**src/rtl/ntt_stage_scheduler.sv**
```systemverilog
// Stage sequencer for an in-place radix-2 NTT: issues one butterfly per cycle,
// replays the address pair as write-back BF_LATENCY cycles later, drains between stages.
module ntt_stage_scheduler #(
  parameter int LOG_N      = 2,
  parameter int BF_LATENCY = 2
) (
  input  logic             clk,
  input  logic             reset,
  input  logic             start,
  output logic             ready,
  output logic             busy,
  output logic             done,
  output logic [LOG_N-1:0] stage,
  output logic             rd_en,
  output logic [LOG_N-1:0] rd_addr_a,
  output logic [LOG_N-1:0] rd_addr_b,
  output logic [LOG_N-2:0] tw_idx,
  output logic             wr_en,
  output logic [LOG_N-1:0] wr_addr_a,
  output logic [LOG_N-1:0] wr_addr_b
);

  localparam int               DW     = (BF_LATENCY > 1) ? $clog2(BF_LATENCY) : 1;
  localparam logic [LOG_N-2:0] K_LAST = '1;
  localparam logic [LOG_N-1:0] S_LAST = LOG_N'(LOG_N - 1);
  localparam logic [DW-1:0]    D_LAST = DW'(BF_LATENCY - 1);

  typedef enum logic [1:0] {
    IDLE  = 2'd0,
    ISSUE = 2'd1,
    DRAIN = 2'd2,
    DONE  = 2'd3
  } state_t;

  state_t           state_q, state_d;
  logic [LOG_N-1:0] s_q, s_d;
  logic [LOG_N-2:0] k_q, k_d;
  logic [DW-1:0]    d_q, d_d;

  logic             ready_q, ready_d, busy_q, busy_d, done_q, done_d;
  logic [LOG_N-1:0] stage_q, stage_d;
  logic             rd_en_q, rd_en_d;
  logic [LOG_N-1:0] rd_addr_a_q, rd_addr_a_d, rd_addr_b_q, rd_addr_b_d;
  logic [LOG_N-2:0] tw_idx_q, tw_idx_d;

  logic             pipe_en_q [BF_LATENCY];
  logic             pipe_en_d [BF_LATENCY];
  logic [LOG_N-1:0] pipe_a_q  [BF_LATENCY];
  logic [LOG_N-1:0] pipe_a_d  [BF_LATENCY];
  logic [LOG_N-1:0] pipe_b_q  [BF_LATENCY];
  logic [LOG_N-1:0] pipe_b_d  [BF_LATENCY];

  logic [LOG_N-1:0] k_ext, half, addr_a;
  logic [LOG_N-2:0] j_lo;

  always_ff @(posedge clk or posedge reset) begin
    if (reset) begin
      state_q <= IDLE;
      s_q     <= '0;
      k_q     <= '0;
      d_q     <= '0;
    end else begin
      state_q <= state_d;
      s_q     <= s_d;
      k_q     <= k_d;
      d_q     <= d_d;
    end
  end

  always_comb begin
    state_d = state_q;
    s_d     = s_q;
    k_d     = k_q;
    d_d     = d_q;
    case (state_q)
      IDLE: begin
        if (start) begin
          state_d = ISSUE;
          s_d     = '0;
          k_d     = '0;
        end else begin
          state_d = IDLE;
        end
      end
      ISSUE: begin
        if (k_q == K_LAST) begin
          state_d = DRAIN;
          k_d     = '0;
          d_d     = '0;
        end else begin
          k_d = k_q + 1'b1;
        end
      end
      DRAIN: begin
        if (d_q == D_LAST) begin
          d_d = '0;
          if (s_q == S_LAST) begin
            state_d = DONE;
          end else begin
            s_d     = s_q + 1'b1;
            state_d = ISSUE;
          end
        end else begin
          d_d = d_q + 1'b1;
        end
      end
      DONE: begin
        state_d = IDLE;
        s_d     = '0;
      end
      default: begin
        state_d = IDLE;
      end
    endcase
  end

  // Outputs decode the next state so they land registered in the same cycle as the state.
  always_comb begin
    k_ext  = {1'b0, k_d};
    half   = {{(LOG_N-1){1'b0}}, 1'b1} << s_d;
    j_lo   = k_d & ~({(LOG_N-1){1'b1}} << s_d);
    addr_a = ((k_ext >> s_d) << (s_d + 1'b1)) | {1'b0, j_lo};

    ready_d = (state_d == IDLE);
    busy_d  = (state_d != IDLE);
    done_d  = (state_d == DONE);
    stage_d = s_d;
    rd_en_d = (state_d == ISSUE);
    if (state_d == ISSUE) begin
      rd_addr_a_d = addr_a;
      rd_addr_b_d = addr_a + half;
      tw_idx_d    = j_lo << (S_LAST - s_d);
    end else begin
      rd_addr_a_d = rd_addr_a_q;
      rd_addr_b_d = rd_addr_b_q;
      tw_idx_d    = tw_idx_q;
    end

    pipe_en_d[0] = rd_en_q;
    pipe_a_d[0]  = rd_addr_a_q;
    pipe_b_d[0]  = rd_addr_b_q;
    for (int i = 1; i < BF_LATENCY; i++) begin
      pipe_en_d[i] = pipe_en_q[i-1];
      pipe_a_d[i]  = pipe_a_q[i-1];
      pipe_b_d[i]  = pipe_b_q[i-1];
    end
  end

  always_ff @(posedge clk or posedge reset) begin
    if (reset) begin
      ready_q     <= 1'b1;
      busy_q      <= 1'b0;
      done_q      <= 1'b0;
      stage_q     <= '0;
      rd_en_q     <= 1'b0;
      rd_addr_a_q <= '0;
      rd_addr_b_q <= '0;
      tw_idx_q    <= '0;
      for (int i = 0; i < BF_LATENCY; i++) begin
        pipe_en_q[i] <= 1'b0;
        pipe_a_q[i]  <= '0;
        pipe_b_q[i]  <= '0;
      end
    end else begin
      ready_q     <= ready_d;
      busy_q      <= busy_d;
      done_q      <= done_d;
      stage_q     <= stage_d;
      rd_en_q     <= rd_en_d;
      rd_addr_a_q <= rd_addr_a_d;
      rd_addr_b_q <= rd_addr_b_d;
      tw_idx_q    <= tw_idx_d;
      for (int i = 0; i < BF_LATENCY; i++) begin
        pipe_en_q[i] <= pipe_en_d[i];
        pipe_a_q[i]  <= pipe_a_d[i];
        pipe_b_q[i]  <= pipe_b_d[i];
      end
    end
  end

  assign ready     = ready_q;
  assign busy      = busy_q;
  assign done      = done_q;
  assign stage     = stage_q;
  assign rd_en     = rd_en_q;
  assign rd_addr_a = rd_addr_a_q;
  assign rd_addr_b = rd_addr_b_q;
  assign tw_idx    = tw_idx_q;
  assign wr_en     = pipe_en_q[BF_LATENCY-1];
  assign wr_addr_a = pipe_a_q[BF_LATENCY-1];
  assign wr_addr_b = pipe_b_q[BF_LATENCY-1];

endmodule

```
**config.mk**
```make
export PLATFORM = sky130hd
export DESIGN_NAME = ntt_stage_scheduler
export DESIGN_NICKNAME = d
export VERILOG_FILES = /design/src/rtl/ntt_stage_scheduler.sv
export SDC_FILE = /design/constraint.sdc
export NUM_CORES = 1
export LEC_CHECK = 0
export BUFFER_PORTS_ARGS = -buffer_cell sky130_fd_sc_hd__buf_2
export CORE_MARGIN = 8
export CORE_UTILIZATION = 55
export DETAILED_ROUTE_END_ITERATION = 6
export MAX_ROUTING_LAYER = met4
export PLACE_DENSITY = 0.86
export SLEW_MARGIN = 0
export SYNTH_ARGS = -nofsm -noshare
export SYNTH_HDL_FRONTEND = slang
export SYNTH_SLANG_ARGS = --single-unit
```
**constraint.sdc**
```tcl
create_clock -name clk -period 4.68 [get_ports clk]
set_input_delay 0.936 -clock clk [delete_from_list [all_inputs] [get_ports clk]]
set_output_delay 0.936 -clock clk [all_outputs]
set_load 0.03 [all_outputs]
```
# Yosys cells after proc, flatten, opt, wreduce, memory -nomap -nowiden
# Index checks and enable logic that the tools add are counted.
# W data, S select, Z words.
[totals] elab_cells=58 output_inout_bits=16 inputBits=3 ff_bits=25
[classes] mux=15 reduce_logical=5 n_eq_ne=7 n_addsub=6 shifts=5 n_bitwise=3
[ops] cell="$mux W2" count=6
[ops] cell="$pmux W2 S4" count=1
[ops] cell="$eq A2 B1 Y1 const B" count=3
[ops] cell="$eq A2 B2 Y1 const B" count=3
[ops] cell="$pmux W2 S3" count=1
[ops] cell="$mux W1" count=5
[ops] cell="$add A2 B1 Y2 const B" count=2
[ops] cell="$logic_not A2 Y1" count=2
[ops] cell="$pmux W1 S2" count=2
[ops] cell="$reduce_bool A2 Y1" count=2
[ops] cell="$add A1 B1 Y1 const B" count=2
[ops] cell="$add A2 B2 Y2" count=1
[ops] cell="$ne A2 B2 Y1 const B" count=1
[ops] cell="$or A2 B1 Y2" count=1
[ops] cell="$reduce_and A2 Y1" count=1
[ops] cell="$shl A1 B2 Y1" count=1
[ops] cell="$shl A1 B2 Y1 const A" count=1
[ops] cell="$shl A1 B2 Y2 const A" count=1
[ops] cell="$shl A2 B2 Y2" count=1
[ops] cell="$shr A1 B2 Y2" count=1
[ops] cell="$sub A1 B2 Y2 const A" count=1
[ops] cell="$and A1 B1 Y1" count=1
[ops] cell="$not A1 Y1" count=1

# Longest topological paths before layout
# Gate-level depths: netlist (run 1).
[depth] ltp_word=9 ltp_mapped=10 mapped_depth_nobuf=9

# Worst setup path before layout (run 1)
# OpenSTA, ideal clock, no wires.
[synth_timing] path_kind="input to register" startpoint="in start" endpoint="reg rd_addr_b_q[1] (netlist: rd_addr_b[1])" slack_ps=2205 setup_ps=126 path_stages=9 n_path_buf=0 t_arrival_ps=2349 required_ps=4554 path_cell_list="nand2b_4 -> a21oi_1 -> a211o_1 -> ha_1 -> nor2_1 -> ha_1 -> xnor2_1 -> and4b_1 -> a221o_1"
[synth_between] elab_chain_len=7 word_cells_on_any_way=16 cone_classes="2 x add/sub; 1 x eq/ne; 4 x shift; 6 x mux; 3 x bitwise"
[synth_lines] item="start: declaration" line_no="9" text="input logic start,"
[synth_lines] item="parallel branches: the longest is 5 deep, another holds $add A2 B1 Y2"
[synth_lines] item="$or A2 B1 Y2 *" line_no="122" text="addr_a = ((k_ext >> s_d) << (s_d + 1'b1)) | {1'b0, j_lo};"
[synth_lines] item="via addr_a[0]" line_no="53" text="logic [LOG_N-1:0] k_ext, half, addr_a;"
[synth_lines] item="$add A2 B2 Y2 *" line_no="131" text="rd_addr_b_d = addr_a + half;"
[synth_lines] item="end signal: assignment" line_no="171" text="rd_addr_b_q <= rd_addr_b_d;"
[synth_lines] item="end: declaration" line_no="43" text="logic [LOG_N-1:0] rd_addr_a_q, rd_addr_a_d, rd_addr_b_q, rd_addr_b_d;"
# Mark *: on every way through the listed nets, which the timed path passes.
# A chain may end at the register's enable or synchronous reset.

# Worst setup path after layout (run 1)
# Same ends and word-level chain as after synthesis.

==> results of run 1 <==
routing by layer:
| layer | vias to the layer above | share of wire [%] |
|---|---|---|
| met5 | - | 0 |
| met4 | 0 | 2.2 |
| met3 | 4 | 7.6 |
| met2 | 26 | 47 |
| met1 | 312 | 43 |
| li1 | 296 | - |
state kept, by name, indices dropped and copies added, names as in the netlist, 2 cells and up:
name       flops
wr_addr_a      2
stage          2
rd_addr_a      2
state_q        2
rd_addr_b      2
pipe_a_d       2
wr_addr_b      2
pipe_b_d       2
power by group through the flow:
stage          clock (W)  combinational, W  sequential (W)
2_1_floorplan          0          0.000228        0.000399
3_3_place_gp           0          0.000332        0.000342
3_5_place_dp           0          0.000343        0.000346
4_1_cts        0.0000936          0.000344        0.000342
5_1_grt         0.000102          0.000370        0.000355
6_report       0.0000901          0.000341        0.000341
final timing paths:
| check | startpoint | endpoint | slack [ns] | cells past startpoint |
|---|---|---|---|---|
| max reg2reg | state_q[0]$_DFF_PP0_ | rd_addr_b[1]$_DFFE_PP0P_ | 2.36 | 9 |
| min | pipe_en_d[0]$_DFF_PP0_ | wr_en$_DFF_PP0_ | 0.36 | 0 |
| max | start | rd_addr_b[1]$_DFFE_PP0P_ | 2.27 | 10 |
| min in group asynchronous | reset | rd_addr_a[1]$_DFFE_PP0P_ | 0.79 | 2 |
| max in group asynchronous | reset | pipe_a_d[0]$_DFF_PP0_ | 3.36 | 2 |
| min reg2reg | pipe_en_d[0]$_DFF_PP0_ | wr_en$_DFF_PP0_ | 0.36 | 0 |
cell families after synthesis:
kind of cell,after synthesis,synth area share [%]
AO/OA/AOI/OAI,16,12.8
XOR/XNOR,1,0.861
adder cells (fa/ha/maj),3,3.69
buffers and inverters,14,7.50
flip-flops,25,61.6
multiplexers,3,3.32
AND/OR/NAND/NOR,19,10.2
through the flow:
step	hold slack [ns]	util, %	power [W]	instances
global route	0.376	64.8	0.000827	122
CTS	0.366	64.8	0.000780	122
global placement	0.332	63.3	0.000674	118
detailed placement	0.337	63.3	0.000690	118
finish	0.363	64.8	0.000773	122
floorplan	0.331	-	0.000627	81
final cells by class:
class | instances | area (µm²) | share of cell area, %
repair buffers | 18 | 90.1 | 8.05
clock buffers | 4 | 26.3 | 2.35
multi-input cells | 42 | 314 | 28.1
inverters | 8 | 30.0 | 2.68
well taps | 25 | 31.3 | 2.80
flip-flops and latches | 25 | 627 | 56.0
worst max-delay path, delay by kind of cell:
kind            cells  cell delay (ns)
compound gates      3             0.61
simple gates        3             0.45
fa+ha+maj           2             0.42
buf+inv             1             0.12
xor+xnor            1             0.07
cell usage in the layout (no fill, tap or decap):
| cell | instances |
|---|---|
| and2_1 | 1 |
| a211oi_2 | 1 |
| and4b_1 | 1 |
| a31o_1 | 1 |
| ha_1 | 3 |
| mux2_2 | 3 |
| buf_2 | 18 |
| o21ai_0 | 3 |
| inv_1 | 8 |
| a2bb2oi_1 | 1 |
| nand2b_4 | 1 |
| a221o_1 | 1 |
| a211oi_1 | 1 |
| a21oi_1 | 5 |
| nand2b_1 | 2 |
| clkbuf_1 | 1 |
| nand3_1 | 1 |
| o21bai_1 | 1 |
| o221ai_4 | 1 |
| nor2_1 | 4 |
| clkbuf_4 | 3 |
| or2_2 | 3 |
| a211o_1 | 1 |
| dfstp_2 | 1 |
| nand2_1 | 6 |
| dfrtp_1 | 24 |
| xnor2_1 | 1 |
==> summary.md, run 1 <==
| Metric | Value |
|---|---|
| Placed cell areas | about 1100 µm² |
| Period Utilization, post-route | between 50 and 60% |
| FMAX | 0.415 GHz |
| Seq cells post-synth | 25 |
| DP HPWL | between 1000 and 1500 µm |
| Starting density of the core | 58.9% |
| First-pass GRT wire length | 2860 µm |
| Clk pwr share | a little under an eighth |
| Worst Setup End Kind | flop |
| Post-synth EDFFs | 0 |
| Met1 global-route usage | 11.7% |
| CTS Root Cell | clkbuf_4 |
| Clk_lat worst skew | 0.31 ns |
| Chip height | 59.0 µm |
| Comb pwr share | 44.1% |
| Ys Warns | 0 |
| Layout Nets | 104 |
| Top cell by count, worst path | ha_1 |
| Max Clock Skew | roughly 0.0082 ns |
| ANT nets after route | 0 |
| Clock buffer depth | 2 |
| Post-synth ARST share | 100% |
| Avg Cell Area, Syn | 12.6 µm² |
| RSZ-0062 raised after global routing | no |
| Top cells by area, synth | dfrtp_1 (59%), ha_1 (3.7%), mux2_2 (3.3%) |
| Worst slew margin | between 40% and 50% |
| GR Util met3 | 3.47% |
| Switching share of total power | a little over two fifths |
| Top cells by count, synth | dfrtp_1 (24), inv_1 (8), nand2_1 (6), a21oi_1 (5) |
| # H-tree levels | 1 |
| Top-area cell type share of the netlist area | 59.0% |
| Total global-route track usage | 11.0% |
| Pre-CTS WS | just under 2 ns |
| CTS clock-pin slew for the worst setup and hold paths | 0.12 ns |
| Syn Inst Count | 81 |
| Int Pwr | 0.000451 W |
| ANT cells | 0 |
| Layout cells sized above 1 | 32.0% |
| Iter 0 DRT Violations | 17 |
| Pins Over Slew Limit | 0 |
| Hold Crit Class | reg2reg |
| DR DRC count | 0 |
| Busiest layer in global routing | met2 |
| Setup TNS | 0 ns |
| Main flop type after synthesis | dfrtp_1 |
| Max_cap viols | 0 |
| Flop pwr share | ~44% |
| Status | complete, no violations |
| Clock Sinks | 25 |
| Peak VDD IR | 0.000354 V |
| Final Critical Period | 2.41 ns |
| CP cell instances | buf_2 > nand2b_4 > a21oi_1 > a211o_1 > ha_1 > nor2_1 > ha_1 > xnor2_1 > and4b_1 > a221o_1 |
| Fin worst setup slack | 2.27 ns |
| Sw power | 0.000322 W |
| Met2 usage | about 18% |
| PwrDens | 691 nW/µm² |
| Gr ovfl total | 0 |
| Final setup viols | 0 |
| Port Buffer Count | 18 |
| Critical path type | in2reg |
| CP arrival | approximately 2.6 ns |
| Drt total wl | ~1600 µm |
| Worst EP required | 4.89 ns |
| Critical Path Source Type | input port |
| Core ar. | 1730 µm² |
| Netlist Area Pre-Place | 1020 µm² |
| Vias in the first global route | roughly 660 |
| Worst path max stage delay | 0.29 ns |
| Initial antenna violation count | 0 |
| Detailed-route via count | ~640 |
| Largest net degree at the start of global routing | 26 |
| DR WL/cell | 13.3 µm |
| Hold-fix buffers at CTS | 0 |
| Post-CTS setup buffer count | 0 |
| Slowest-stage cell, CP | a211o_1 |
| Synth cell types | 27 |
| Synth-to-layout area growth | 9.96% |
| Worst Path Max Fanout | 4 |
| Final hold vios | 0 |
| Most frequent cell after synthesis | dfrtp_1 |
| Drt pass-1 iters | 4 |
| Register area share after synthesis | between 60% and 70% |
| Mapped Nets | 87 |
| Die width | 59.0 µm |
| # fillers | 147 |
| LEAKAGE | 0.566 nW |
| Die Area | ~3500 µm² |
| Post-CTS Resized | 0 |
| Via/cell ratio | 5.23 |
| RD Place Congestion | 0.789 |
| TritonCTS buffer count | 3 |
| CTS tree | yes |
| FP Rows | 15 |
| I/O pin cnt | 19 |
| Design area | around 1100 µm² |
| Area leader, netlist | dfrtp_1 |
| Worst-Margin Slew | approximately 0.87 ns |
Power figures use the tool's default switching activity.
==> run 2, diff against run 1 <==
--- a/config.mk
+++ b/config.mk
@@ -7,10 +7,10 @@
 export LEC_CHECK = 0
 export BUFFER_PORTS_ARGS = -buffer_cell sky130_fd_sc_hd__buf_2
 export CORE_MARGIN = 8
-export CORE_UTILIZATION = 55
+export CORE_UTILIZATION = 52
 export DETAILED_ROUTE_END_ITERATION = 6
 export MAX_ROUTING_LAYER = met4
-export PLACE_DENSITY = 0.86
+export PLACE_DENSITY = 0.82
 export SLEW_MARGIN = 0
 export SYNTH_ARGS = -nofsm -noshare
 export SYNTH_HDL_FRONTEND = slang
==> constraint.sdc (replaced) <==
create_clock -name clk -period 2.4 [get_ports clk]
set_input_delay 0.48 -clock clk [delete_from_list [all_inputs] [get_ports clk]]
set_output_delay 0.48 -clock clk [all_outputs]
set_load 0.03 [all_outputs]
==> run 2 against run 1 <==
Total power is 96% higher. First-iteration DRC count is 29% lower. Combinational power is 94% higher. Die area is 4.2% higher. Sequential cell count stayed put. Sequential share of layout area is 0.39 points lower. Largest cell class unchanged.
==> summary.md, run 2 (synthesized netlist as in run 1, its figures left out) <==
| Metric | Value |
|---|---|
| Largest net degree at the start of global routing | 26 (unchanged) |
| Initial antenna violation count | 0 (unchanged) |
| Pre-CTS WS | 0.0808 ns (-1.85 ns) |
| TritonCTS buffer count | 3 (unchanged) |
| # fillers | 165 (+12%) |
| CTS clock-pin slew for the worst setup and hold paths | 0.13 ns (about the same) |
| Core ar. | 1900 µm² (+10%) |
| Slowest-stage cell, CP | dfrtp_2 |
| Total global-route track usage | 10.5% (-0.52 points) |
| Pins Over Slew Limit | 0 (unchanged) |
| DR WL/cell | 12.9 µm (-2.9%) |
| ANT nets after route | 0 (unchanged) |
| Status | complete, no violations |
| FMAX | 0.445 GHz |
| CTS tree | yes |
| Worst EP required | 2.61 ns (-2.28 ns) |
| Via/cell ratio | 4.96 (-5.2%) |
| Max Clock Skew | 0.00570 ns (-0.00252 ns) |
| Clk_lat worst skew | 0.31 ns (about the same) |
| Clock buffer depth | 2 (unchanged) |
| Gr ovfl total | 0 (unchanged) |
| Fin worst setup slack | 0.154 ns (-2.11 ns) |
| Clk pwr share | 12.2% (+0.5 points) |
| Sw power | 0.000634 W (+97%) |
| PwrDens | 1340 nW/µm² (+94%) |
| LEAKAGE | 0.564 nW (-0.42%) |
| # H-tree levels | 1 (unchanged) |
| Worst setup path startpoint | state_q[0]$_DFF_PP0_ |
| Period Utilization, post-route | 93.6% |
| Hold Crit Class | in2async |
| R2r setup slk | 0.15 ns (-2.21 ns) |
| Critical path type | reg2reg |
| Worst Setup End Kind | flop |
| FP Rows | 16 (+1) |
| Total power | 0.00152 W (+96%) |
| ANT cells | 0 (unchanged) |
| Most common cell after layout, fill and taps aside | dfrtp_1 |
| DR DRC count | 0 (unchanged) |
| RSZ-0062 raised after global routing | no |
| Flop pwr share | 44.0% (-0.2 points) |
| Comb pwr share | 43.8% (-0.3 points) |
| Synth-to-layout area growth | 10.9% |
| First-pass GRT wire length | 2700 µm (-5.3%) |
| Final Util | 59.3% (-5.4 points) |
| Drt total wl | 1600 µm (-1.3%) |
| Starting density of the core | 53.5% (-5.4 points) |
| CTS Root Cell | clkbuf_4 |
| Peak VDD IR | 0.000631 V (+78%) |
| Worst-Margin Slew | 0.876 ns (+0.0101 ns) |
| Die width | 60.2 µm (+2.1%) |
| CP cell instances | nand2b_4 > mux2_2 > nand2_1 > ha_1 > nor2_2 > ha_1 > xnor2_1 > and4b_1 > a221o_1 |
| Final setup viols | 0 (unchanged) |
| DP HPWL | 1220 µm (+0.58%) |
| I/O pin cnt | 19 (unchanged) |
| Iter 0 DRT Violations | 12 (-5) |
| Multi-input gate area | 317 µm² (+0.80%) |
| RD Place Congestion | 0.809 (+2.6%) |
| Port Buffer Count | 18 (unchanged) |
| Switching share of total power | 41.8% (+0.19 points) |
| Commonest cells after routing, fill and taps aside | dfrtp_1 (23), buf_2 (18), inv_1 (8) |
| Setup TNS | 0 ns (unchanged) |
| Clock Sinks | 25 (unchanged) |
| CP arrival | 2.46 ns (-0.16 ns) |
| Drt pass-1 iters | 2 (-2) |
| Chip height | 60.2 µm (+2.1%) |
| Critical Path Source Type | flop |
| Vias in the first global route | 634 (-3.6%) |
| Detailed-route via count | 615 (-3.6%) |
| FF-to-FF path depth | 9 (unchanged) |
| Final hold vios | 0 (unchanged) |
| Max_cap viols | 0 (unchanged) |
| Int Pwr | 0.000882 W (+96%) |
| Worst Path Max Fanout | 9 (+5) |
| Reg2reg end | rd_addr_b[1]$_DFFE_PP0P_ |
| Worst slew margin | 41.6% (-0.67 points) |
| Final Critical Period | 2.25 ns |
| Layout cells sized above 1 | 35.1% (+3.1 points) |
| Layout Nets | 104 (unchanged) |
| Top cell by count, worst path | ha_1 |
| Die Area | 3630 µm² (+4.2%) |
| Sequential cell area | 628 µm² (+0.20%) |
| R2r startpoint | state_q[0]$_DFF_PP0_ |
| Worst path max stage delay | 0.49 ns (+0.20 ns) |
## run 2: changes by cell type in the layout (fill, tap and decap cells not counted), sizes merged
| cell | delta |
|---|---|
| clkbuf | -1 |
| clkinvlp | +1 |
## run 2: cell type report
type                            count  area share, %
Multi-Input combinational cell     42           28.0
Clock inverter                      1          0.665
Clock buffer                        3           2.00
Sequential cell                    25           55.7
Inverter                            8           2.66
Tap cell                           27           2.99
Timing Repair Buffer               18           7.98
## run 2: worst max-delay path by stage
stage / to / slack [ns] / depth (start not counted)
2_1_floorplan: rd_addr_b[1]$_DFFE_PP0P_ / 0.15 / 8
4_1_cts: rd_addr_b[1]$_DFFE_PP0P_ / 0.07 / 9
6_report: rd_addr_b[1]$_DFFE_PP0P_ / 0.15 / 9
3_3_place_gp: rd_addr_b[1]$_DFFE_PP0P_ / 0.15 / 10
3_5_place_dp: rd_addr_b[1]$_DFFE_PP0P_ / 0.08 / 10
5_1_grt: rd_addr_b[1]$_DFFE_PP0P_ / 0.03 / 8
## run 2: per-layer routing
metal / vias to the layer above / global-route usage, % / wire [µm]
li1: 300 / - / -
met2: 14 / 18.0 / 806
met1: 296 / 11.0 / 661
met4: 0 / 5.10 / 26
met5: - / - / 0
met3: 5 / 2.58 / 102
## run 2: repair_timing
item,in CTS,in global routing
hold buffers,0,0
setup endpoints to repair,0,1
gates resized for setup,0,2
buffers inserted,0,0
## run 2: through the flow
step	hold WS [ns]	instances	instance area, µm²
2_1_floorplan	0.331	81	1020
3_3_place_gp	0.332	120	1090
3_5_place_dp	0.335	120	1090
4_1_cts	0.360	124	1120
5_1_grt	0.380	124	1130
6_report	0.323	124	1130
## run 2: power groups by stage
stage / logic [W] / clock network (W) / registers, W
floorplan: 0.000445 / 0 / 0.000778
global placement: 0.000647 / 0 / 0.000662
detailed placement: 0.000667 / 0 / 0.000675
CTS: 0.000669 / 0.000192 / 0.000665
global route: 0.000725 / 0.000211 / 0.000689
finish: 0.000663 / 0.000186 / 0.000667
## run 2: critical path: cells and delay by family (launching register included)
kind / cells / cell delay, ns
adders and majority gates: 2 / 0.43
and+or+nand+nor: 4 / 0.57
AOI/OAI and AO/OA: 1 / 0.25
xor gates and xnor gates: 1 / 0.13
DFF: 1 / 0.49
muxes: 1 / 0.28
